[src/rtl/pkg_loader.sv]
// Types and constants for the boot-time imem loader.
package pkg_loader;
    typedef enum logic [2:0] {LD_LEN, LD_DATA, LD_CSUM, LD_DONE, LD_ERROR} loader_state_t;
    localparam int LD_HDR_BYTES = 4;
endpackage

[src/rtl/pkg_parameters.sv]
// System-wide architectural parameters shared by the cpu, imem and loader.
package pkg_parameters;
    localparam int XLEN              = 32;
    localparam int ILEN              = 32;
    localparam int IMEM_CAPACITY_KiB = 1;
endpackage

[src/rtl/loader_word_assembler.sv]
// Little-endian byte-to-word assembler; word/word_valid are presented combinationally
// alongside the 4th byte so the caller can register them on the accepting edge.
module loader_word_assembler
    import pkg_loader::*;
(
    input  logic        clk,
    input  logic        clear,
    input  logic        byte_valid,
    input  logic [7:0]  byte_data,
    output logic [31:0] word,
    output logic        word_valid
);
    logic [23:0] shreg;
    logic [1:0]  idx;

    always_ff @(posedge clk) begin
        if (clear) begin
            shreg <= '0;
            idx   <= '0;
        end else if (byte_valid) begin
            shreg <= {byte_data, shreg[23:8]};
            idx   <= idx + 2'd1;
        end
    end

    // First byte ends up in the LSB once three bytes have shifted right.
    assign word       = {byte_data, shreg};
    assign word_valid = byte_valid && (idx == 2'(LD_HDR_BYTES - 1));
endmodule

[src/rtl/imem_loader.sv]
// Streams a length-prefixed, checksummed image into imem and holds the cpu in
// reset until the whole image has been written and verified.
module imem_loader
    import pkg_loader::*;
#(
    parameter int IMEM_CAPACITY_KiB = pkg_parameters::IMEM_CAPACITY_KiB,
    parameter int XLEN              = pkg_parameters::XLEN,
    parameter int ILEN              = pkg_parameters::ILEN
) (
    input  logic            clk_i,
    input  logic            rst_i,
    input  logic            rx_valid_i,
    input  logic [7:0]      rx_data_i,
    output logic            rx_ready_o,
    output logic            imem_we_o,
    output logic [XLEN-1:0] imem_addr_o,
    output logic [ILEN-1:0] imem_wdata_o,
    output logic            cpu_rst_o,
    output logic            done_o,
    output logic            error_o
);
    localparam logic [31:0] CAP_WORDS = 32'(IMEM_CAPACITY_KiB * 256);

    loader_state_t state, state_n;
    logic [31:0]   len_q;
    logic [31:0]   word_cnt;
    logic [7:0]    csum;
    logic          accept;
    logic          asm_valid;
    logic [31:0]   asm_word;
    logic          write_fire;

    assign rx_ready_o = !rst_i && (state == LD_LEN || state == LD_DATA || state == LD_CSUM);
    assign accept     = rx_valid_i && rx_ready_o;
    assign write_fire = (state == LD_DATA) && asm_valid;

    // One assembler serves both the length header and the payload words.
    loader_word_assembler u_asm (
        .clk        (clk_i),
        .clear      (rst_i),
        .byte_valid (accept && (state == LD_LEN || state == LD_DATA)),
        .byte_data  (rx_data_i),
        .word       (asm_word),
        .word_valid (asm_valid)
    );

    always_ff @(posedge clk_i) begin
        if (rst_i) state <= LD_LEN;
        else       state <= state_n;
    end

    always_comb begin
        state_n = state;
        case (state)
            LD_LEN: begin
                if (asm_valid) begin
                    if (asm_word > CAP_WORDS)  state_n = LD_ERROR;
                    else if (asm_word == '0)   state_n = LD_CSUM;
                    else                       state_n = LD_DATA;
                end
            end
            LD_DATA: begin
                if (asm_valid && (word_cnt + 32'd1 == len_q)) state_n = LD_CSUM;
            end
            LD_CSUM: begin
                if (accept) state_n = (rx_data_i == csum) ? LD_DONE : LD_ERROR;
            end
            default: state_n = state;
        endcase
    end

    always_ff @(posedge clk_i) begin
        if (rst_i) begin
            imem_we_o    <= 1'b0;
            imem_addr_o  <= '0;
            imem_wdata_o <= '0;
            len_q        <= '0;
            word_cnt     <= '0;
            csum         <= '0;
            done_o       <= 1'b0;
            error_o      <= 1'b0;
            cpu_rst_o    <= 1'b1;
        end else begin
            imem_we_o <= write_fire;
            if (write_fire) begin
                imem_wdata_o <= ILEN'(asm_word);
                word_cnt     <= word_cnt + 32'd1;
            end
            // Address moves on only after the strobe cycle has used it.
            if (imem_we_o) imem_addr_o <= imem_addr_o + XLEN'(4);
            if (state == LD_LEN && asm_valid) len_q <= asm_word;
            if (state == LD_DATA && accept)   csum  <= csum + rx_data_i;
            done_o    <= (state_n == LD_DONE);
            error_o   <= (state_n == LD_ERROR);
            cpu_rst_o <= (state_n != LD_DONE);
        end
    end
endmodule

[config.mk]
export PLATFORM = sky130hd
export DESIGN_NAME = imem_loader
export DESIGN_NICKNAME = d
export VERILOG_FILES = /design/src/rtl/pkg_loader.sv /design/src/rtl/pkg_parameters.sv /design/src/rtl/loader_word_assembler.sv /design/src/rtl/imem_loader.sv
export SDC_FILE = /design/constraint.sdc
export NUM_CORES = 1
export LEC_CHECK = 0
export CAP_MARGIN = 0
export CORE_MARGIN = 10
export CORE_UTILIZATION = 51
export CTS_CLUSTER_DIAMETER = 120
export DETAILED_ROUTE_END_ITERATION = 16
export HOLD_SLACK_MARGIN = 0.02
export PLACE_DENSITY = 0.76
export SLEW_MARGIN = 20
export SYNTH_ARGS = -nofsm -noshare
export SYNTH_HDL_FRONTEND = slang
export SYNTH_SLANG_ARGS = --single-unit
[constraint.sdc]
create_clock -name clk_i -period 2.61 [get_ports clk_i]
set_input_delay 0.3915 -clock clk_i [delete_from_list [all_inputs] [get_ports clk_i]]
set_output_delay 0.3915 -clock clk_i [all_outputs]
set_load 0.02 [all_outputs]
# [Word level (Yosys, flattened, before mapping)]
# Cells that the tools add are included.
[classes] div_mod_pow=0 bitwise_logic=0 n_eq_ne=8 multipliers=0 shift=0 n_lt_le_gt_ge=1 addsub=4 n_reduce_logical=13 mux=7
[ops] operator="$add 32x1->32 const B" count=1
[ops] operator="$add 32x3->32 const B" count=1
[ops] operator="$eq 32x32->1" count=1
[ops] operator="$gt 32x9->1 const B" count=1
[ops] operator="$logic_not 32->1" count=1
[ops] operator="$mux 3" count=5
[ops] operator="$pmux 3 s3" count=1
[ops] operator="$add 8x8->8" count=1
[ops] operator="$eq 8x8->1" count=1
[ops] operator="$logic_and 1x1->1" count=8
[ops] operator="$eq 3x2->1 const B" count=2
[ops] operator="$eq 3x1->1 const B" count=1
[ops] operator="$eq 3x3->1 const B" count=1
[ops] operator="$logic_not 3->1" count=1
[ops] operator="$ne 3x2->1 const B" count=1
[ops] operator="$add 2x1->2 const B" count=1
[ops] operator="$eq 2x2->1 const B" count=1
[ops] operator="$logic_or 1x1->1" count=2
[ops] operator="$mux 2" count=1
[ops] operator="$logic_not 1->1" count=1
[word_totals] latchBits=0 output_inout_bits=69 memories=0 in_bits=11 romBits=0 register_bits=169 ram_bits=0

# [Logic depth before layout (Yosys ltp)]
# Gate-level depths: netlist (run 1).
[logic_depth] word_depth=11 depth_mapped=10

# [Modules after synthesis]
# A second synthesis (run 1) with hierarchy kept.
[hier_totals] hier_cells=948 area_unflattened_um2=7808.7
[by_module_without_submodules] module="imem_loader" instances=1 area_per_inst_um2=6785.3 cells_per_inst=854
[by_module_without_submodules] module="loader_word_assembler" instances=1 area_per_inst_um2=1023.5 cells_per_inst=94

# [Worst setup path after synthesis (run 1)]
# Ideal clock, no wire load.
[synth_timing] path_kind="register to register" start="register word_cnt[1]" end="register state[0]" required_time_ns=2.485 setup_time_ns=0.125 stages_incl_launch_ff=11 setup_slack_ns=-0.009 n_path_buf=2 arrival_time_ns=2.495 cell_sequence="dfxtp_1 -> ha_1 -> buf_2 -> nand3_4 -> or4_4 -> buf_6 -> o31a_1 -> o31a_1 -> a211oi_2 -> nand4_1 -> o2bb2ai_1"
[synth_via] elab_chain_cells=5
[synth_rtl] item="start, declared" line="imem_loader.sv:26" text="logic [31:0] word_cnt;"
[synth_rtl] item="start signal, assigned" line="imem_loader.sv:87" text="word_cnt <= word_cnt + 32'd1;"
[synth_rtl] item="$add 32x1->32" line="imem_loader.sv:63" text="if (asm_valid && (word_cnt + 32'd1 == len_q)) state_n = LD_CSUM;"
[synth_rtl] item="$eq 32x32->1" line="imem_loader.sv:63"
[synth_rtl] item="$logic_and 1x1->1" line="imem_loader.sv:63"
[synth_rtl] item="$mux 3" line="imem_loader.sv:63"
[synth_rtl] item="$pmux 3 s3" line="imem_loader.sv:54" text="case (state)"
[synth_rtl] item="end signal, assigned" line="imem_loader.sv:49" text="else state <= state_n;"
[synth_rtl] item="end, declared" line="imem_loader.sv:24" text="loader_state_t state, state_n;"
# Every way passes these cells.
# A chain may end at the register's enable or synchronous reset.

# [Worst setup path in the final report (run 1)]
[layout_timing] start="register word_cnt[0]" end="register state[0]"
# The elaborated chain is that of the path after synthesis.

==> results of run 1 <==
[registers in the layout, summed over array words and instances, names as in the netlist]
signal / count
len_q: 32
imem_addr_o: 30
state: 3
csum: 8
error_o: 1
u_asm.shreg: 24
word_cnt: 32
done_o: 1
imem_we_o: 1
cpu_rst_o: 1
imem_wdata_o: 32
u_asm.idx: 2
[layout by cell type (no fill, tap or decap), types with 17 or more instances in the layout]
cell type,n
sky130_fd_sc_hd__nand3_1,18
sky130_fd_sc_hd__nand4_1,30
sky130_fd_sc_hd__nor3_1,22
sky130_fd_sc_hd__xnor2_1,38
sky130_fd_sc_hd__dfxtp_1,165
sky130_fd_sc_hd__clkbuf_16,17
sky130_fd_sc_hd__clkdlybuf4s50_1,76
sky130_fd_sc_hd__buf_4,75
sky130_fd_sc_hd__nor2_1,78
sky130_fd_sc_hd__xor2_1,60
sky130_fd_sc_hd__a21oi_1,114
sky130_fd_sc_hd__nand2_1,230
[power by group through the flow]
stage | combinational [uW] | clock [uW] | sequential [uW]
3_3_place_gp | 155 | 0 | 2630
4_1_cts | 157 | 2800 | 2570
2_1_floorplan | 90.1 | 0 | 2620
5_1_grt | 174 | 2900 | 2570
3_5_place_dp | 155 | 0 | 2630
6_report | 160 | 2770 | 2570
[worst paths after layout]
| kind | from | end | slack (ps) |
|---|---|---|---|
| worst min-delay path | rst_i | u_asm.shreg[22] | 250 |
| worst max-delay path | word_cnt[0] | state[0] | 90 |
| worst max register to register | word_cnt[0] | state[0] | 90 |
| worst min register to register | imem_wdata_o[17] | imem_wdata_o[17] | 450 |
[routing by layer]
metal | GRT usage | vias up
met5 | 0 | -
met4 | 0.0602 | 0
met3 | 0.0531 | 31
met2 | 0.337 | 231
met1 | 0.266 | 3454
li1 | - | 3554
[metrics by stage]
step / total power [uW] / hold WS (ps) / cell area [um2] / util / setup TNS, ps
final: 5500 / 249 / 9800 / 0.650 / 0
after global routing: 5640 / 234 / 9800 / 0.650 / 0
after CTS: 5530 / 221 / 9770 / 0.647 / 0
after detailed placement: 2790 / 447 / 9110 / 0.604 / -1670
after global placement: 2790 / 443 / 9110 / 0.604 / -1520
after floorplan: 2710 / 436 / 7790 / - / 0
[layout make-up]
cell class,count,area (um2),area share
Multi-Input combinational cell,740,4180,0.426
Sequential cell,167,3350,0.341
Timing Repair Buffer,152,1340,0.137
Clock buffer,17,425,0.0434
Tap cell,188,235,0.0240
Clock inverter,15,229,0.0234
Inverter,13,48.8,0.00498
[cell families (layout without fill, tap and decap cells)]
group | after synthesis | count (layout) | share of synthesized area
multiplexers | 3 | 3 | 0.00402
other | 1 | 2 | 0.000482
buffers and inverters | 76 | 197 | 0.0402
adder cells (fa/ha/maj) | 11 | 11 | 0.0186
flip-flops | 167 | 167 | 0.430
XOR/XNOR | 98 | 98 | 0.110
AND/OR/NAND/NOR | 459 | 459 | 0.275
AO/OA/AOI/OAI | 167 | 167 | 0.122
[cells in the mapped netlist (12+ instances only)]
master	n
sky130_fd_sc_hd__o21ai_0	14
sky130_fd_sc_hd__clkbuf_1	44
sky130_fd_sc_hd__dfxtp_1	167
sky130_fd_sc_hd__nor4_1	13
sky130_fd_sc_hd__nor2_1	79
sky130_fd_sc_hd__xor2_1	60
sky130_fd_sc_hd__and4_1	13
sky130_fd_sc_hd__inv_1	12
sky130_fd_sc_hd__nor3_1	22
sky130_fd_sc_hd__nand4_1	30
sky130_fd_sc_hd__nand2_1	230
sky130_fd_sc_hd__a21oi_1	115
sky130_fd_sc_hd__nand3_1	18
sky130_fd_sc_hd__xnor2_1	38
sky130_fd_sc_hd__or3_1	15
==> results by stage, run 1 <==
Floorplan:
- The vertical die dimension is 144 um.
- The initial cell density of the core is 0.516.
- The placeable core region is 15,100 um2.
- The chip width is 144 um.
- The count of boundary I/O pins is 80.
- The area of the die is 20,600 um2.
- The floorplan has 45 rows.

Synth:
- For this run, the number of Yosys warnings is 0.
- Counting flops with an async set or reset pin after synthesis yields a share of 0.
- The number of instances in the synthesized netlist is 982.
- The count of unique library cells instantiated by Yosys is 64.
- Counting flops with a built-in enable in the synthesized netlist gives 0.
- The sequential area share after synthesis is 0.430.
- In the post-synthesis netlist, the biggest area contributors are sky130_fd_sc_hd__dfxtp_1, sky130_fd_sc_hd__nand2_1, sky130_fd_sc_hd__a21oi_1.
- The share of synthesized area in the top cell type comes to 0.430.
- The top flip-flop cell by instance count after synthesis is sky130_fd_sc_hd__dfxtp_1.
- The cell area that synthesis handed to floorplanning was 7780 um2.
- Synthesis inferred 167 register bits.
- The mean cell area of the mapped netlist is 7.93 um2.
- The biggest area contributor in the post-synthesis netlist is sky130_fd_sc_hd__dfxtp_1.

Pwr:
- The share of total power dissipated in combinational logic is 0.029.
- The clock network fraction of design power is 0.503.
- The total power density per cell area is 561 nW/um2.
- The worst voltage drop across the vdd grid is 429 uV.
- The total leakage power is 0.00353 uW.
- For this design the total switching power over the nets is 1310 uW.
- The net switching fraction of the power is 0.238.
- The internal portion of the total power is 4190 uW.
- The share of power burned in registers is 0.468.

Detailed routing:
- The detailed router used layers up to and including met4.
- The DRC violation total after the first TritonRoute iteration is 862.
- The routed wirelength normalized by instance count is 16.5 um.
- Summing over every cut layer, the via total after detailed routing is 7,270.
- Wire segments on met3 add up to 1.29 mm in the final route.
- For this run, design rule violations remaining after detail routing come to 0.
- The count of antenna-violating nets left after detailed routing is 0.
- The detail-routed via count per cell is 5.63.
- The first detailed-routing pass took 8 iterations.
- After detailed routing, the total wire length is 21.3 mm.
- After detailed routing, the wire length on met1 is 9.48 mm.
- Detailed routing placed a total of 10.2 mm of wire on met2.

Finish:
- The count of inserted antenna diode cells is 0.
- The number of filler cells placed in the layout is 1,282.
- Compared with the post-synthesis result, the final layout area differs by 25.9%.
- Once layout is complete, the cells apart from fillers number 1,292.
- The ratio of cells with drive above 1 in the final layout is 0.118.
- The net count reported at finish is 1,113.

Clocking:
- The tree is rooted in a sky130_fd_sc_hd__clkbuf_16.
- The clock passes through at most 2 buffers.
- Post-CTS repair changed the size of 0 cells.
- The clock tree synthesis step divided the H-tree into 4 levels.
- Clock latency on the worst-skew pair, taken at its later pin, is 430 ps.
- Clock-pin slew was measured on the worst setup and hold paths at 70 ps.
- The TritonCTS sink count is 167.
- The number of setup buffers added after CTS is 0.
- The number of buffers inserted by hold repair at cts is 0.
- TritonCTS built the clock tree.
- TritonCTS created 17 clock buffers.

Critical path:
- Of all nets on the critical path, the largest fanout is 5.
- STA classifies the critical path endpoint as a flip-flop.
- Together, buffers and inverters on the worst path number 0.
- The data arrival time of the critical path is 2840 ps.
- The largest single stage delay on the critical path is 560 ps.
- Traced cell by cell, the critical path runs through ha_4 > nand3_4 > or4_4 > or4_1 > o31a_1 > a211oi_2 > nand4_1 > o2bb2ai_2.
- The slowest cell on the critical path is sky130_fd_sc_hd__or4_4.
- STA puts the critical path data required time at 2930 ps.
- The critical path crosses 8 cells after its start point.
- The kind of cell adding the most delay to the critical path is simple AND/OR/NAND/NOR gates.
- Counting cells, the worst reg-to-reg path comes to 8.
- The worst setup path is launched from a flip-flop.
- By startpoint and endpoint, the worst setup path is classified as reg2reg.

Global route:
- The initial antenna violation count came to 0.
- The number of global-route vias before repair was 6,852.
- The global-route wire length before repair is 34.6 mm.
- In the global route stage, overall resource usage came out at 0.207.
- Entering global routing, the biggest net connects 103 pins.
- The global route total overflow is 0.

Worst hold path:
- The path class of the tightest hold or removal check is in2reg.
- Along the worst hold path, the cell count comes to 2.

Run status:
- The run finished with clean final reports.

Timing:
- The worst path needs 2520 ps of the cycle, external delays included.
- The final hold violation count was 0.
- The smallest setup slack after layout is 94.4 ps.
- The final period utilization is 0.964.
- The worst slew margin relative to its limit is 0.304.
- The number of pins exceeding their max-slew limit in the final report is 0.
- The top achievable clock speed is 398 MHz.
- The actual slew at the worst max-slew pin is 1040 ps.
- Setup repair after global routing left no endpoint under its margin.
- The number of setup violations in the final report is 0.
- Across the routed clock network, the largest skew measured is 11.8 ps.

Placement:
- During placement, the flow inserted port buffers numbering 77.
- The placed wire-length estimate is 14.9 mm.
- Timing analysis after detailed placement gives a worst setup slack of -359 ps.
- The global placer's final weighted congestion is 0.930.
- The total placed cells including tap cells is 1,260.

Job:
- Across the run, the number of max-cap violations was 0.
Power figures use the tool's default switching activity.
==> run 2, diff against run 1 <==
--- a/config.mk
+++ b/config.mk
@@ -7,11 +7,11 @@
 export LEC_CHECK = 0
 export CAP_MARGIN = 0
 export CORE_MARGIN = 10
-export CORE_UTILIZATION = 51
+export CORE_UTILIZATION = 57
 export CTS_CLUSTER_DIAMETER = 120
 export DETAILED_ROUTE_END_ITERATION = 16
 export HOLD_SLACK_MARGIN = 0.02
-export PLACE_DENSITY = 0.76
+export PLACE_DENSITY = 0.8
 export SLEW_MARGIN = 20
 export SYNTH_ARGS = -nofsm -noshare
 export SYNTH_HDL_FRONTEND = slang
==> constraint.sdc (replaced) <==
create_clock -name clk_i -period 2.5 [get_ports clk_i]
set_input_delay 0.375 -clock clk_i [delete_from_list [all_inputs] [get_ports clk_i]]
set_output_delay 0.375 -clock clk_i [all_outputs]
set_load 0.02 [all_outputs]
==> run 2 against run 1 <==
Effect of this change:
- final area up 0.34%
- sequential power up 5%
- critical path depth unchanged
- via count up 0.58%
- clock-buffer cell count up 1
- hold slack gained 210 ps
- the flow now finishes with violations (setup timing)
==> results by stage, run 2 (synthesis results as in run 1) <==
Floorplan:
- The vertical die dimension came to 137 um (-4.7%).
- The placeable core region is 13,300 um2 (-12%).
- The count of boundary I/O pins was 80 (unchanged).
- The chip width is 137 um (-4.7%).
- The number of cell rows is 42 (-6.7%).
- The area of the die is 18,700 um2 (-9.1%).
- The initial cell density of the core is 0.585 (+0.0696).

Critical path:
- The critical-path maximum fanout came to 4 (-1).
- The data arrival time of the critical path is 2810 ps (-30 ps).
- The reg-to-reg critical path endpoint is state[0].
- The worst setup path is captured at a flip-flop.
- In this design, the critical path's most frequently occurring cell is sky130_fd_sc_hd__or4_4.
- The slack of the worst reg-to-reg path is -20 ps (-110 ps).
- The data required time at the worst endpoint is 2790 ps (-140 ps).
- The startpoint type of the worst setup path is a flip-flop.
- The number of cells on the worst reg-to-reg path was 8 (unchanged).
- The delay contributed by the slowest stage of the critical path is 590 ps (+30 ps).
- The beginning of the worst register-to-register path is word_cnt[0].
- Traced cell by cell, the critical path runs through ha_4 > nand3_4 > or4_4 > or4_4 > o31a_1 > a211oi_2 > nand4_1 > o2bb2ai_1.
- Tracing the worst setup path back leads to its startpoint at word_cnt[0].
- The kind of critical path is reg2reg.
- On the critical path, the stage with the largest delay is an instance of sky130_fd_sc_hd__or4_4.

Timing:
- The number of pins exceeding their max-slew limit in the final report is 0 (unchanged).
- The shortest period the worst path allows is 2520 ps (+3.43 ps).
- The setup skew after layout was 10.3 ps (-1.47 ps).
- The worst slew margin relative to its limit is 0.338 (+0.0335).
- The final period utilization is 1.01 (+0.0438).
- Setup repair after global routing could not meet its margin everywhere.
- The number of setup violations in the final report is 1 (+1).
- The final hold violation count was 0 (unchanged).
- The smallest setup slack after layout is -19.0 ps (-113 ps).
- The top achievable clock speed was 397 MHz (-0.14%).
- The actual slew at the worst max-slew pin is 993 ps (-50.2 ps).

Global route:
- The global route total overflow came to 0 (unchanged).
- The global-route wire length before repair was 34.3 mm (-0.96%).
- The overall global routing resource usage was 0.225 (+0.0177).
- The maximum number of pins on one net before global-route repair came to 98 (-4.9%).
- The number of global-route vias before repair is 6,906 (+0.79%).
- The initial antenna violation count is 0 (unchanged).

Worst hold path:
- The beginning of the worst hold path is imem_wdata_o[2].
- The worst hold path cell count is 2 (unchanged).
- The worst hold path belongs to the class reg2reg.
- The sink of the worst hold path is imem_wdata_o[2].

Clocking:
- The TritonCTS sink count is 167 (unchanged).
- The clock transition time at the flip-flop clock pins of the worst setup and hold paths came to 70 ps (about the same).
- The number of clock buffers inserted by TritonCTS is 17 (unchanged).
- In this run the clock root is driven by a sky130_fd_sc_hd__clkbuf_16.
- The number of buffers inserted by hold repair at cts was 0 (unchanged).
- The clock insertion delay at the later pin of the skew report is 440 ps (about the same).
- The worst-case clock buffer depth is 2 (unchanged).
- The H-tree level count came to 4 (unchanged).
- TritonCTS built the clock tree.

Placement:
- The global placer's final weighted congestion came to 0.954 (+2.6%).
- The placed wire-length estimate is 14.7 mm (-0.89%).
- The number of port buffers is 77 (unchanged).
- The total placed cells including tap cells was 1,255 (-0.40%).

Detailed routing:
- The routed wirelength normalized by instance count is 16.3 um (-0.93%).
- The total detailed-routing wirelength is 21.0 mm (-1.2%).
- The number of remaining DRC errors is 0 (unchanged).
- The DRC violation total after the first TritonRoute iteration is 697 (-19%).
- The count of antenna-violating nets left after detailed routing is 0 (unchanged).
- The detail-routed via count per cell came to 5.67 (+0.81%).
- The detailed-router iteration count before antenna repair was 6 (-2).
- The number of vias after detailed routing is 7,312 (+0.58%).

Finish:
- The count of inserted antenna diode cells is 0 (unchanged).
- The net count reported at finish was 1,122 (+0.81%).
- The ratio of cells with drive above 1 in the final layout is 0.128 (+0.0107).
- The library cells used most frequently in the layout, excluding fill and tap cells, are sky130_fd_sc_hd__nand2_1, sky130_fd_sc_hd__dfxtp_1, sky130_fd_sc_hd__a21oi_1, sky130_fd_sc_hd__buf_4, sky130_fd_sc_hd__nor2_1.
- The number of filler cells placed in the layout is 981 (-23%).
- The layout-stage area growth over the synthesis result is 26.4%.
- The post-layout instance count excluding filler cells is 1,289 (-0.23%).
- The largest registers in the layout are imem_wdata_o x32, len_q x32, word_cnt x32.
- The library cell used most frequently in the layout, excluding fill and tap cells, is sky130_fd_sc_hd__nand2_1.
- The utilization after layout came to 0.740 (+0.0902).

Pwr:
- The worst voltage drop across the vdd grid is 478 uV (+11%).
- The total leakage power is 0.00356 uW (+0.79%).
- The total power density per cell area is 561 nW/um2 (about the same).

Job:
- The reported max-cap violation count is 0 (unchanged).

Run status:
- The run finished, with violations left.
- The checks that failed: setup timing.
## run 2: cell count changes in the layout (fill, tap and decap cells not counted), sizes merged
cell    change
clkbuf      +1
clkinv      +1
buf         +9
bufinv      -2
## run 2: worst max path at each step
stage,endpoint,depth (start not counted)
detailed placement,csum[7],10
global placement,cpu_rst_o,9
global route,state[0],8
finish,state[0],8
CTS,state[0],8
floorplan,state[0],10
## run 2: report_power, final
part | internal (uW) | leakage (uW) | switching (uW)
sequential | 2670 | 0.00135 | 16.9
clock | 1440 | 0.000295 | 1220
combinational | 59.5 | 0.00191 | 110
## run 2: final cells by class
type,instances,area [um2],area share
clock buffer,18,429,0.0436
clock inverter,14,180,0.0183
inverter,13,48.8,0.00496
multi-input combinational,740,4200,0.427
sequential,167,3350,0.340
tap,176,220,0.0224
timing repair buffer,161,1410,0.143
## run 2: what timing repair did
| item | CTS | global route |
|---|---|---|
| setup buffers | 0 | 2 |
| pin swaps | 3 | 12 |
| resized for setup | 5 | 9 |
| endpoints found under the setup margin | 4 | 7 |
| gates cloned | 0 | 0 |
## run 2: metrics by stage
| step | area (um2) | hold slack (ps) | setup TNS (ps) | total power, uW | setup slack (ps) |
|---|---|---|---|---|---|
| after global placement | 9150 | 442 | -2300 | 2910 | -410 |
| after CTS | 9780 | 459 | -2.54 | 5550 | -2.54 |
| after floorplan | 7800 | 436 | 0 | 2830 | 13.1 |
| after detailed placement | 9150 | 449 | -2830 | 2910 | -494 |
| final | 9840 | 456 | -19.0 | 5520 | -19.0 |
| after global routing | 9840 | 474 | -144 | 5670 | -74.5 |
## run 2: routing by layer
metal  share of wire  up-vias  track usage
met1            0.43     3466        0.282
met5               0        -            0
met2            0.47      239        0.362
met3           0.074       32       0.0663
li1                -     3575            -
met4           0.018        0       0.0755
## run 2: critical path, delay by kind of cell (launching register included)
kind            cells  cell delay (ps)
simple gates        4             1370
compound gates      3              490
flops               1              360
fa+ha+maj           1              160
